## src/rtl/writeback_stage.sv

```systemverilog
// Writeback stage: load extract/extend, result select, register-file write port.
// Registers one instruction per accepted cycle and counts retirements.
module writeback_stage #(
    parameter  int XLEN = 32,
    parameter  int CNTW = 64,
    localparam int OFFW = $clog2(XLEN / 8)
) (
    input  logic            clk,
    input  logic            rst_n,
    input  logic            in_valid,
    input  logic            stall,
    input  logic            flush,
    input  logic [XLEN-1:0] pc,
    input  logic            load,
    input  logic            jal,
    input  logic [2:0]      funct3,
    input  logic [OFFW-1:0] addr_lo,
    input  logic [XLEN-1:0] mdata,
    input  logic [XLEN-1:0] alu_res,
    input  logic [4:0]      rd,
    input  logic            rd_we,
    output logic            rf_we,
    output logic [4:0]      rf_waddr,
    output logic [XLEN-1:0] rf_wdata,
    output logic            wb_valid,
    output logic            load_fault,
    output logic [CNTW-1:0] retired
);

    logic            accept;
    logic [XLEN-1:0] sh;
    logic [XLEN-1:0] ldata;
    logic [XLEN-1:0] wdata;
    logic            illegal;
    logic            misaligned;
    logic            fault;

    assign accept = in_valid & ~stall & ~flush;
    assign sh     = mdata >> {addr_lo, 3'b000};

    always_comb begin
        ldata = sh;
        case (funct3)
            3'd0:    ldata = XLEN'($signed(sh[7:0]));
            3'd1:    ldata = XLEN'($signed(sh[15:0]));
            3'd2:    ldata = XLEN'($signed(sh[31:0]));
            3'd4:    ldata = XLEN'(sh[7:0]);
            3'd5:    ldata = XLEN'(sh[15:0]);
            3'd6:    ldata = XLEN'(sh[31:0]);
            default: ldata = sh;
        endcase
    end

    // Access size is encoded in funct3[1:0]; the unsigned bit does not matter here.
    always_comb begin
        misaligned = 1'b0;
        case (funct3[1:0])
            2'd1:    misaligned = addr_lo[0];
            2'd2:    misaligned = |addr_lo[1:0];
            2'd3:    misaligned = |addr_lo;
            default: misaligned = 1'b0;
        endcase
    end

    assign illegal = (funct3 == 3'd7) ||
                     ((XLEN == 32) && ((funct3 == 3'd3) || (funct3 == 3'd6)));
    assign fault   = load & (illegal | misaligned);

    always_comb begin
        wdata = alu_res;
        if (load) begin
            wdata = ldata;
        end else if (jal) begin
            wdata = pc + XLEN'(4);
        end
    end

    always_ff @(posedge clk or negedge rst_n) begin
        if (!rst_n) begin
            rf_we      <= 1'b0;
            rf_waddr   <= '0;
            rf_wdata   <= '0;
            wb_valid   <= 1'b0;
            load_fault <= 1'b0;
            retired    <= '0;
        end else if (accept) begin
            rf_we      <= rd_we & (rd != 5'd0) & ~fault;
            rf_waddr   <= rd;
            rf_wdata   <= wdata;
            wb_valid   <= 1'b1;
            load_fault <= fault;
            if (!fault) begin
                retired <= retired + CNTW'(1);
            end
        end else begin
            rf_we      <= 1'b0;
            wb_valid   <= 1'b0;
            load_fault <= 1'b0;
        end
    end

endmodule

```

## config.mk

```make
export PLATFORM = sky130hd
export DESIGN_NAME = writeback_stage
export DESIGN_NICKNAME = d
export VERILOG_FILES = /design/src/rtl/writeback_stage.sv
export SDC_FILE = /design/constraint.sdc
export NUM_CORES = 1
export LEC_CHECK = 0
export ABC_CLOCK_PERIOD_IN_PS = 2300
export CORE_ASPECT_RATIO = 2
export CORE_UTILIZATION = 43
export CTS_BUF_LIST = sky130_fd_sc_hd__clkbuf_2 sky130_fd_sc_hd__clkbuf_4 sky130_fd_sc_hd__clkbuf_8
export CTS_CLUSTER_DIAMETER = 40
export CTS_CLUSTER_SIZE = 40
export DETAILED_ROUTE_END_ITERATION = 12
export PLACE_DENSITY = 0.74
export SLEW_MARGIN = 15
export SYNTH_ARGS = -nofsm -noshare
export SYNTH_HDL_FRONTEND = slang
export SYNTH_SLANG_ARGS = --single-unit
```

## constraint.sdc

```tcl
create_clock -name clk -period 2.3 [get_ports clk]
set_input_delay 0.46 -clock clk [delete_from_list [all_inputs] [get_ports clk]]
set_output_delay 0.46 -clock clk [all_outputs]
set_load 0.02 [all_outputs]
```

==> results of run 1 <==
-- Yosys cell counts, drive strengths merged (11+ instances only) --
| cell type | number | area share [%] |
|---|---|---|
| xor2 | 45 | 6.1 |
| buf | 18 | 1.7 |
| and4 | 11 | 1.5 |
| inv | 15 | 0.87 |
| o221ai | 12 | 2.2 |
| clkbuf | 21 | 1.2 |
| nor2 | 64 | 3.7 |
| and3 | 14 | 1.3 |
| mux2i | 22 | 3.4 |
| o21ai | 28 | 2.2 |
| nor3 | 21 | 2.2 |
| a211oi | 11 | 1.3 |
| and2 | 12 | 1.2 |
| dfrtp | 104 | 40 |
| xnor2 | 36 | 4.9 |
| nand2 | 86 | 5.0 |
| nand3 | 35 | 3.0 |
| nand4 | 34 | 4.4 |
| a21oi | 39 | 3.0 |
-- layer usage --
metal / vias to the layer above / global-route usage (%)
met2: 274 / 55.9
li1: 3110 / -
met3: 84 / 2.40
met5: - / 0
met1: 3158 / 27.5
met4: 0 / 19.4
-- metrics by stage --
stage | cells | hold WS, ns
after floorplan | 713 | 0.164
after global placement | 1181 | 0.412
after detailed placement | 1181 | 0.411
after CTS | 1198 | 0.478
after global routing | 1199 | 0.506
final | 1199 | 0.477
-- state kept, by name (all words and copies together) (netlist names) --
signal      cells
retired        64
rf_wdata       32
rf_waddr        5
load_fault      1
rf_we           1
wb_valid        1
-- logic make-up (layout without fill, tap and decap cells) --
family	Yosys count	count (layout)	share of synthesized area, %
xor gates and xnor gates	81	81	10.9
buffers and inverters	54	344	3.79
DFF	104	104	40.0
muxes	26	26	4.25
AOI/OAI and AO/OA	126	126	13.0
adders and majority gates	2	2	0.385
and+or+nand+nor	320	320	27.6
other	0	1	0
-- layout by cell type, fill, tap and decap left out, types with 4 or more instances in the layout --
cell type	synthesis	layout
and2_1	12	12
nor4_2	4	4
o221ai_1	6	6
o31ai_1	7	7
nand4_1	28	28
xor2_1	45	45
o22ai_1	5	5
inv_1	14	14
a211oi_1	11	11
a22oi_1	5	5
nor3_1	16	16
mux2i_1	22	22
o211ai_1	4	4
a21oi_1	39	39
buf_4	1	92
nor2_1	64	64
or2_2	4	4
o21ai_0	26	26
nor4_1	4	4
and4_1	11	11
dfrtp_1	104	104
xnor2_1	36	36
and3_1	14	14
nand2_1	86	86
nand2b_1	6	6
nand3_1	33	33
o221ai_2	6	6
buf_12	0	4
clkdlybuf4s50_1	0	216
nand4_4	4	4
nor2b_1	9	9
clkbuf_8	0	9
-- how the worst max path moves through the flow --
stage | startpoint | endpoint | slack, ns
after detailed placement | in_valid | retired[38] | -0.29
after CTS | in_valid | retired[35] | 0.12
after global routing | in_valid | retired[38] | 0.0008
final | in_valid | retired[35] | 0.12
after global placement | in_valid | retired[23] | -0.23
after floorplan | stall | retired[10] | 0.32
-- power by group through the flow --
stage / sequential, mW / clock, mW / combinational (mW)
final: 2.12 / 1.09 / 1.37
after global routing: 2.13 / 1.18 / 1.45
after CTS: 2.12 / 1.11 / 1.37
after detailed placement: 2.14 / 0 / 1.37
after global placement: 2.15 / 0 / 1.34
after floorplan: 2.30 / 0 / 0.386
-- worst reg2reg max path: stages, from the launching register on --
cell,delay (ns)
dfrtp_1,0.45
nand4_1,0.22
nor4_1,0.51
and4_1,0.32
buf_12,0.14
and4_1,0.20
xor2_1,0.14
-- cell type report --
| type | instances | share of cell area, % |
|---|---|---|
| multi-input combinational | 555 | 37.7 |
| tap | 195 | 2.52 |
| antenna | 1 | 0.0259 |
| sequential | 104 | 26.9 |
| clock inverter | 7 | 0.556 |
| timing repair buffer | 313 | 30.4 |
| clock buffer | 9 | 1.28 |
| inverter | 15 | 0.582 |
-- repair_timing --
| item | 4_1_cts | 5_1_grt |
|---|---|---|
| hold endpoints to repair | 13 | 0 |
| buffers inserted | 0 | 0 |
| endpoints found under the setup margin | 0 | 0 |
| hold buffers | 1 | 0 |
==> run_results.csv, run 1 <==
group,metric,value,unit
sta,period_share,94.7,%
power,p_leak,4.27,nW
global_routing,grt_max_degree,55,
detailed_routing,route.detailed.drc,0,
clock_tree,cts_tree,"built",
critical_path,r2r_cells,6,
floorplanning,ios,218,
cells_and_area,multi_input_area,3650,µm²
floorplanning,core,14800,µm²
critical_path,cpPeakStageDelay,0.50,ns
clock_tree,clk_latency,0.38,ns
power,power_density,473,nW/µm²
critical_path,slowest_stage,"or3b_2",
clock_tree,numCtsBuffers,9,
yosys,syn_area_per_cell,9.12,µm²
power,p_switching,1.50,mW
yosys,async_reset_ff_share,100,%
cells_and_area,nNetsFinal,1114,
floorplanning,die_w,88.9,µm
sta,period_needed,2.18,ns
sta,setup_tns,0,ns
critical_path,criticalPathCategory,"input port to flop",
run,maxCapViolations,0,
hold_path,hold_path.class,"flop to flop",
sta,max_freq,459,MHz
cells_and_area,seq_area,2600,µm²
clock_tree,root_buffer,"clkbuf_8",
placement,dpl.hpwl,18000,µm
clock_tree,cts.reportedPaths.clkPinSlew,0.11,ns
critical_path,crit_path_end_kind,"flop",
sta,skew,0.0111,ns
detailed_routing,antenna_left,0,
floorplanning,rows,63,
floorplanning,start_util,43.9,%
cells_and_area,n_fill_cell,1364,
power,total_power,4.57,mW
sta,timing.final.ws_setup,0.123,ns
sta,rsz0062_at_grt,"no",
power,combPwrFrac,29.9,%
cells_and_area,syn2layout_area_growth,48.9,%
critical_path,cp.depth,8,
yosys,synth-edff-count,0,
sta,hold_viol,0,
global_routing,antenna_found_initial,1,
detailed_routing,post_drt_wl_per_cell,18.3,µm
critical_path,r2r-end,"retired[63]",
detailed_routing,wl,22000,µm
detailed_routing,m1WireLength,7050,µm
critical_path,crit_chain,"clkdlybuf4s50_1, or3b_2, inv_2, and3_1, buf_4, nand4_4, nor3_1, xor2_1",
detailed_routing,num_vias,6626,
yosys,synth-seq-cells,104,
power,clockPowerShare,23.8,%
power,p_sw_share,32.8,%
yosys,yosysSeqAreaShare,40.0,%
hold_path,worstHoldPathCells,1,
detailed_routing,drt-initial-drc-count,226,
yosys,synthesis.nets,829,
yosys,ys.flop_type,"dfrtp_1",
status,outcome,"complete, no violations",
power,intPower,3.07,mW
floorplanning,dieArea,15600,µm²
critical_path,worst-path-max-fanout,5,
critical_path,critPathLaunchType,"input port",
cells_and_area,drive_gt1_share,15.1,%
critical_path,path_delay_family,"simple AND/OR/NAND/NOR gates",
critical_path,crit_arrival,2.49,ns
power,peakVddDrop,263,µV
global_routing,overflow,0,
yosys,yosysUniqueCellTypes,65,
detailed_routing,dr_wl_met3,935,µm
detailed_routing,highest_layer,"met4",
sta,slew_headroom,64.0,%
placement,pre_cts_ws,-0.290,ns
yosys,syn-instance-count,713,
sta,maxSlewViolCount,0,
yosys,synth-warning-count,0,
global_routing,grtUsageTotal,29.0,%
critical_path,cp_num_buf_inv,3,
cells_and_area,final_core_util,65.3,%
hold_path,hp-start,"retired[63]",
critical_path,rrSetupSlack,0.23,ns
yosys,netlist_area,6500,µm²
placement,port_buffers,217,
global_routing,grt_pass1_vias,6748,
hold_path,min_delay_worst_endpoint,"retired[63]",
placement,routabilityCongestion,0.950,
clock_tree,cts_buffer_depth,2,
placement,placed_area,9490,µm²
floorplanning,dieHeight,176,µm
clock_tree,cts_sinks,104,
detailed_routing,drt_pass1_iterations,5,
detailed_routing,viasPerCell,5.53,
detailed_routing,wl_met2,12500,µm
cells_and_area,final_cell_area,9680,µm²
clock_tree,cts_resized,0,
sta,setup_viol,0,
critical_path,required,2.61,ns
clock_tree,h-tree-depth,3,
sta,worst_pin_slew,0.540,ns
global_routing,grt_pass1_wl,33800,µm
critical_path,r2r-start,"retired[28]",
power,power_frac_seq,46.3,%
No activity file was read; power rests on OpenSTA's default activity.
==> inputs of run 2 (changes only) <==
MAX_ROUTING_LAYER = met4   (was unset)
==> run_results.csv, run 2 (same netlist as run 1, synthesis figures left out) <==
group,metric,value,unit
detailed_routing,viasPerCell,5.48,
clock_tree,cts_resized,0,
placement,port_buffers,217,
critical_path,r2r_cells,6,
detailed_routing,route.detailed.drc,0,
status,outcome,"complete, no violations",
critical_path,r2r-start,"retired[28]",
sta,setup_tns,0,ns
global_routing,use_met3,3.57,%
detailed_routing,post_drt_wl_per_cell,18.6,µm
global_routing,grt_pass1_wl,34300,µm
global_routing,overflow,0,
floorplanning,dieArea,15600,µm²
placement,dpl.hpwl,18000,µm
critical_path,r2r-end,"retired[63]",
critical_path,critical_path.startpoint,"in_valid",
global_routing,grt_pass1_vias,6718,
clock_tree,cts_buffer_depth,2,
detailed_routing,wl,22200,µm
clock_tree,clk_latency,0.37,ns
sta,timing.final.ws_setup,0.0924,ns
cells_and_area,largestRegisters,"retired (64), rf_wdata (32), rf_waddr (5)",
critical_path,critical_path.most_common_cell,"and4_1",
clock_tree,numCtsBuffers,9,
critical_path,path_delay_family,"simple AND/OR/NAND/NOR gates",
sta,hold_ws,0.00994,ns
critical_path,cpPeakStageDelay,0.49,ns
global_routing,top_usage_layer,"met2",
clock_tree,h-tree-depth,3,
critical_path,critPathLaunchType,"input port",
cells_and_area,num_antenna_cells,0,
cells_and_area,largest_reg_flops,64,
critical_path,cp_num_buf_inv,3,
cells_and_area,syn2layout_area_growth,49.6,%
cells_and_area,final_common_cell,"clkdlybuf4s50_1",
cells_and_area,n_fill_cell,1299,
detailed_routing,num_vias,6543,
critical_path,required,2.59,ns
clock_tree,root_buffer,"clkbuf_8",
clock_tree,cts_sinks,104,
critical_path,slowest_stage,"or3b_2",
critical_path,criticalPathCategory,"input port to flop",
critical_path,rrSetupSlack,0.21,ns
sta,period_needed,2.21,ns
clock_tree,hold_buffers,0,
sta,hold_viol,0,
critical_path,worst-path-max-fanout,11,
floorplanning,start_util,43.9,%
global_routing,grt_max_degree,55,
sta,rsz0062_at_grt,"no",
sta,max_freq,453,MHz
power,power_density,500,nW/µm²
floorplanning,ios,218,
detailed_routing,antenna_left,0,
global_routing,antenna_found_initial,0,
cells_and_area,drive_gt1_share,14.8,%
hold_path,hold_path.class,"input port to asynchronous set/reset pin",
sta,skew,0.0137,ns
critical_path,cp.depth,8,
clock_tree,cts_setup_buffers,0,
cells_and_area,nNetsFinal,1111,
global_routing,grtUsageTotal,30.4,%
power,peakVddDrop,272,µV
run,maxCapViolations,0,
sta,worst_pin_slew,0.517,ns
cells_and_area,seq_area,2600,µm²
critical_path,crit_arrival,2.49,ns
placement,pre_cts_ws,-0.294,ns
detailed_routing,drt_pass1_iterations,5,
critical_path,crit_chain,"clkdlybuf4s50_1, or3b_2, inv_2, and3_1, and4_1, buf_12, and4_1, xor2_1",
floorplanning,dieHeight,176,µm
clock_tree,cts.reportedPaths.clkPinSlew,0.10,ns
floorplanning,rows,63,
critical_path,crit_path_end_kind,"flop",
critical_path,endpoint,"retired[63]",
floorplanning,die_w,88.9,µm
floorplanning,core,14800,µm²
power,p_leak,4.28,nW
global_routing,met2_usage,57.0,%
cells_and_area,regMostFlops,"retired",
cells_and_area,final_cell_mix,"clkdlybuf4s50_1, dfrtp_1, buf_4, nand2_1, nor2_1",
clock_tree,cts_tree,"built",
sta,period_share,96.0,%
cells_and_area,multi_input_area,3650,µm²
placement,routabilityCongestion,0.998,
sta,maxSlewViolCount,0,
detailed_routing,drt-initial-drc-count,256,
sta,setup_viol,0,
global_routing,met1_usage,28.3,%
power,total_power,4.86,mW
sta,slew_headroom,65.2,%
[run 2: cell types whose count changed in the layout (fill, tap and decap cells not counted), sizes merged]
| cell | change |
|---|---|
| bufinv | +3 |
| clkinv | -3 |
| inv | -3 |
| buf | -2 |
| clkbuf | +1 |
| clkinvlp | +1 |
| diode | -1 |
| dlygate4sd3 | -1 |
[run 2: per-stage QoR]
step | std cells | util [%] | area (µm²)
floorplan | 713 | - | 6500
global placement | 1179 | 64.0 | 9480
detailed placement | 1179 | 64.0 | 9480
CTS | 1194 | 65.6 | 9720
global route | 1194 | 65.6 | 9720
finish | 1194 | 65.6 | 9720
[run 2: how the worst min path moves through the flow]
stage | to | from
3_3_place_gp | retired[37] | rst_n
6_report | retired[37] | rst_n
3_5_place_dp | retired[37] | rst_n
4_1_cts | retired[37] | rst_n
2_1_floorplan | load_fault | rst_n
5_1_grt | retired[38] | rst_n
[run 2: final cells by class]
cell class,count,share of cell area (%)
clock buffers,10,1.35
well taps,195,2.51
clock inverters,5,1.09
multi-input cells,555,37.6
flip-flops and latches,104,26.8
inverters,15,0.579
repair buffers,310,30.1
[run 2: worst register-to-register path, stage by stage (launching register included)]
cell,delay (ns)
dfrtp_1,0.45
nand4_1,0.23
nor4_1,0.50
and4_1,0.31
buf_12,0.14
and4_1,0.21
xor2_1,0.16
[run 2: per-layer routing]
| layer | up-vias | share of wire [%] |
|---|---|---|
| li1 | 3106 | - |
| met1 | 3077 | 32 |
| met2 | 269 | 56 |
| met3 | 91 | 4.3 |
| met4 | 0 | 6.9 |
| met5 | - | 0 |
[run 2: where the power goes]
part / leakage, nW / switching, mW / total [mW] / internal [mW]
Sequential: 1.36 / 0.138 / 2.12 / 1.98
Combinational: 2.80 / 0.685 / 1.37 / 0.688
Clock: 0.116 / 0.638 / 1.37 / 0.732
==> inputs of run 3 (changes only) <==
--- a/config.mk
+++ b/config.mk
@@ -15,5 +15,4 @@
 export MAX_ROUTING_LAYER = met4
 export PLACE_DENSITY = 0.74
-export SLEW_MARGIN = 15
 export SYNTH_ARGS = -nofsm -noshare
 export SYNTH_HDL_FRONTEND = slang
==> constraint.sdc (replaced) <==
create_clock -name clk -period 2.3 [get_ports clk]
set_input_delay 0.46 -clock clk [delete_from_list [all_inputs] [get_ports clk]]
set_output_delay 0.46 -clock clk [all_outputs]
set_load 0.05 [all_outputs]
==> run_results.csv, run 3 (same netlist as run 1, synthesis figures left out) <==
group,metric,value,unit
placement,routabilityCongestion,0.978,
cells_and_area,final_cell_mix,"clkdlybuf4s50_1, dfrtp_1, buf_4, nand2_1, nor2_1",
floorplanning,core,14800,µm²
clock_tree,clk_latency,0.38,ns
detailed_routing,route.detailed.drc,0,
global_routing,grt_max_degree,55,
cells_and_area,n_fill_cell,1317,
critical_path,r2r-start,"retired[28]",
global_routing,overflow,0,
critical_path,path_delay_family,"buffers and inverters",
cells_and_area,seq_area,2600,µm²
cells_and_area,final_cells,1197,
critical_path,slowest_stage,"clkdlybuf4s50_1",
clock_tree,cts.reportedPaths.clkPinSlew,0.12,ns
power,power_density,528,nW/µm²
detailed_routing,drt_pass1_iterations,4,
sta,max_freq,455,MHz
critical_path,crit_path_end_kind,"flop",
sta,rsz0062_at_grt,"no",
cells_and_area,final_common_cell,"clkdlybuf4s50_1",
critical_path,rrSetupSlack,0.16,ns
sta,slew_headroom,59.2,%
detailed_routing,num_vias,6640,
detailed_routing,drt-initial-drc-count,261,
clock_tree,cts_setup_buffers,0,
cells_and_area,drive_gt1_share,15.6,%
critical_path,criticalPathCategory,"input port to flop",
clock_tree,h-tree-depth,3,
sta,maxSlewViolCount,0,
cells_and_area,nNetsFinal,1112,
global_routing,grtUsageTotal,30.1,%
cells_and_area,regMostFlops,"retired",
sta,skew,0.0254,ns
detailed_routing,viasPerCell,5.55,
hold_path,hold_path.class,"input port to asynchronous set/reset pin",
critical_path,r2r-end,"retired[63]",
sta,setup_tns,0,ns
floorplanning,die_w,88.9,µm
floorplanning,rows,63,
critical_path,required,2.52,ns
global_routing,grt_pass1_vias,6750,
power,peakVddDrop,431,µV
placement,dpl.hpwl,18200,µm
critical_path,cpPeakStageDelay,0.61,ns
detailed_routing,antenna_left,0,
status,outcome,"complete, no violations",
global_routing,antenna_found_initial,0,
detailed_routing,wl,22400,µm
critical_path,critical_path.startpoint,"addr_lo[1]",
cells_and_area,largest_reg_flops,64,
floorplanning,dieHeight,176,µm
clock_tree,cts_tree,"built",
placement,port_buffers,217,
critical_path,crit_arrival,2.42,ns
critical_path,crit_chain,"clkdlybuf4s50_1, mux4_2, and3b_1, nand2b_1, o22ai_1, o31ai_1",
clock_tree,cts_sinks,104,
critical_path,cp_num_buf_inv,1,
cells_and_area,largestRegisters,"retired (64), rf_wdata (32), rf_waddr (5)",
sta,period_needed,2.20,ns
clock_tree,root_buffer,"clkbuf_8",
cells_and_area,multi_input_area,3660,µm²
sta,hold_viol,0,
global_routing,grt_pass1_wl,34200,µm
critical_path,worst-path-max-fanout,6,
sta,setup_viol,0,
power,p_leak,4.27,nW
clock_tree,cts_buffer_depth,2,
clock_tree,numCtsBuffers,9,
sta,worst_pin_slew,0.610,ns
critical_path,critPathLaunchType,"input port",
placement,dp.cells,1180,
sta,period_share,95.5,%
run,maxCapViolations,0,
floorplanning,start_util,43.9,%
floorplanning,ios,218,
floorplanning,dieArea,15600,µm²
cells_and_area,syn2layout_area_growth,49.2,%
detailed_routing,post_drt_wl_per_cell,18.7,µm
critical_path,r2r_cells,6,
run 3: area by class of cell:
cell class / instances / share of cell area (%)
clock inverter: 7 / 1.05
sequential: 104 / 26.8
inverter: 15 / 0.581
multi-input combinational: 555 / 37.8
tap: 195 / 2.52
antenna: 1 / 0.0258
timing repair buffer: 311 / 30.0
clock buffer: 9 / 1.28
run 3: what timing repair did:
action	4_1_cts	5_1_grt
hold buffers	0	0
resized for setup	0	3
setup endpoints to repair	0	3
run 3: power breakdown:
part	switching [mW]	total (mW)	internal, mW
combinational	1.04	1.72	0.681
clock	0.654	1.28	0.623
sequential	0.146	2.12	1.98
run 3: worst max-delay path by stage:
stage	endpoint	slack, ns	cells past startpoint
2_1_floorplan	retired[59]	0.10	6
3_3_place_gp	retired[38]	-0.24	8
3_5_place_dp	retired[23]	-0.36	8
4_1_cts	retired[23]	0.04	8
5_1_grt	retired[62]	0.03	6
6_report	rf_wdata[11]	0.10	6
run 3: through the flow:
stage                     area, µm²  setup WS, ns  hold WS, ns  util [%]  power [mW]
after CTS                      9680        0.0437       0.0158      65.3        5.14
after global routing           9700        0.0259       0.0309      65.4        5.31
final                          9700         0.103       0.0141      65.4        5.12
after global placement         9460        -0.241        0.429      63.8        3.84
after detailed placement       9460        -0.360        0.429      63.8        3.86
after floorplan                6500         0.104        0.164         -        3.04
run 3: routing by layer:
layer | wire, µm | part of all wire [%] | GRT usage, % | vias up
met4 | 1660 | 7.4 | 20.5 | 0
met2 | 12600 | 57 | 56.1 | 294
met3 | 897 | 4.0 | 2.63 | 84
met1 | 7180 | 32 | 27.6 | 3151
met5 | 0 | 0 | - | -
li1 | - | - | - | 3111
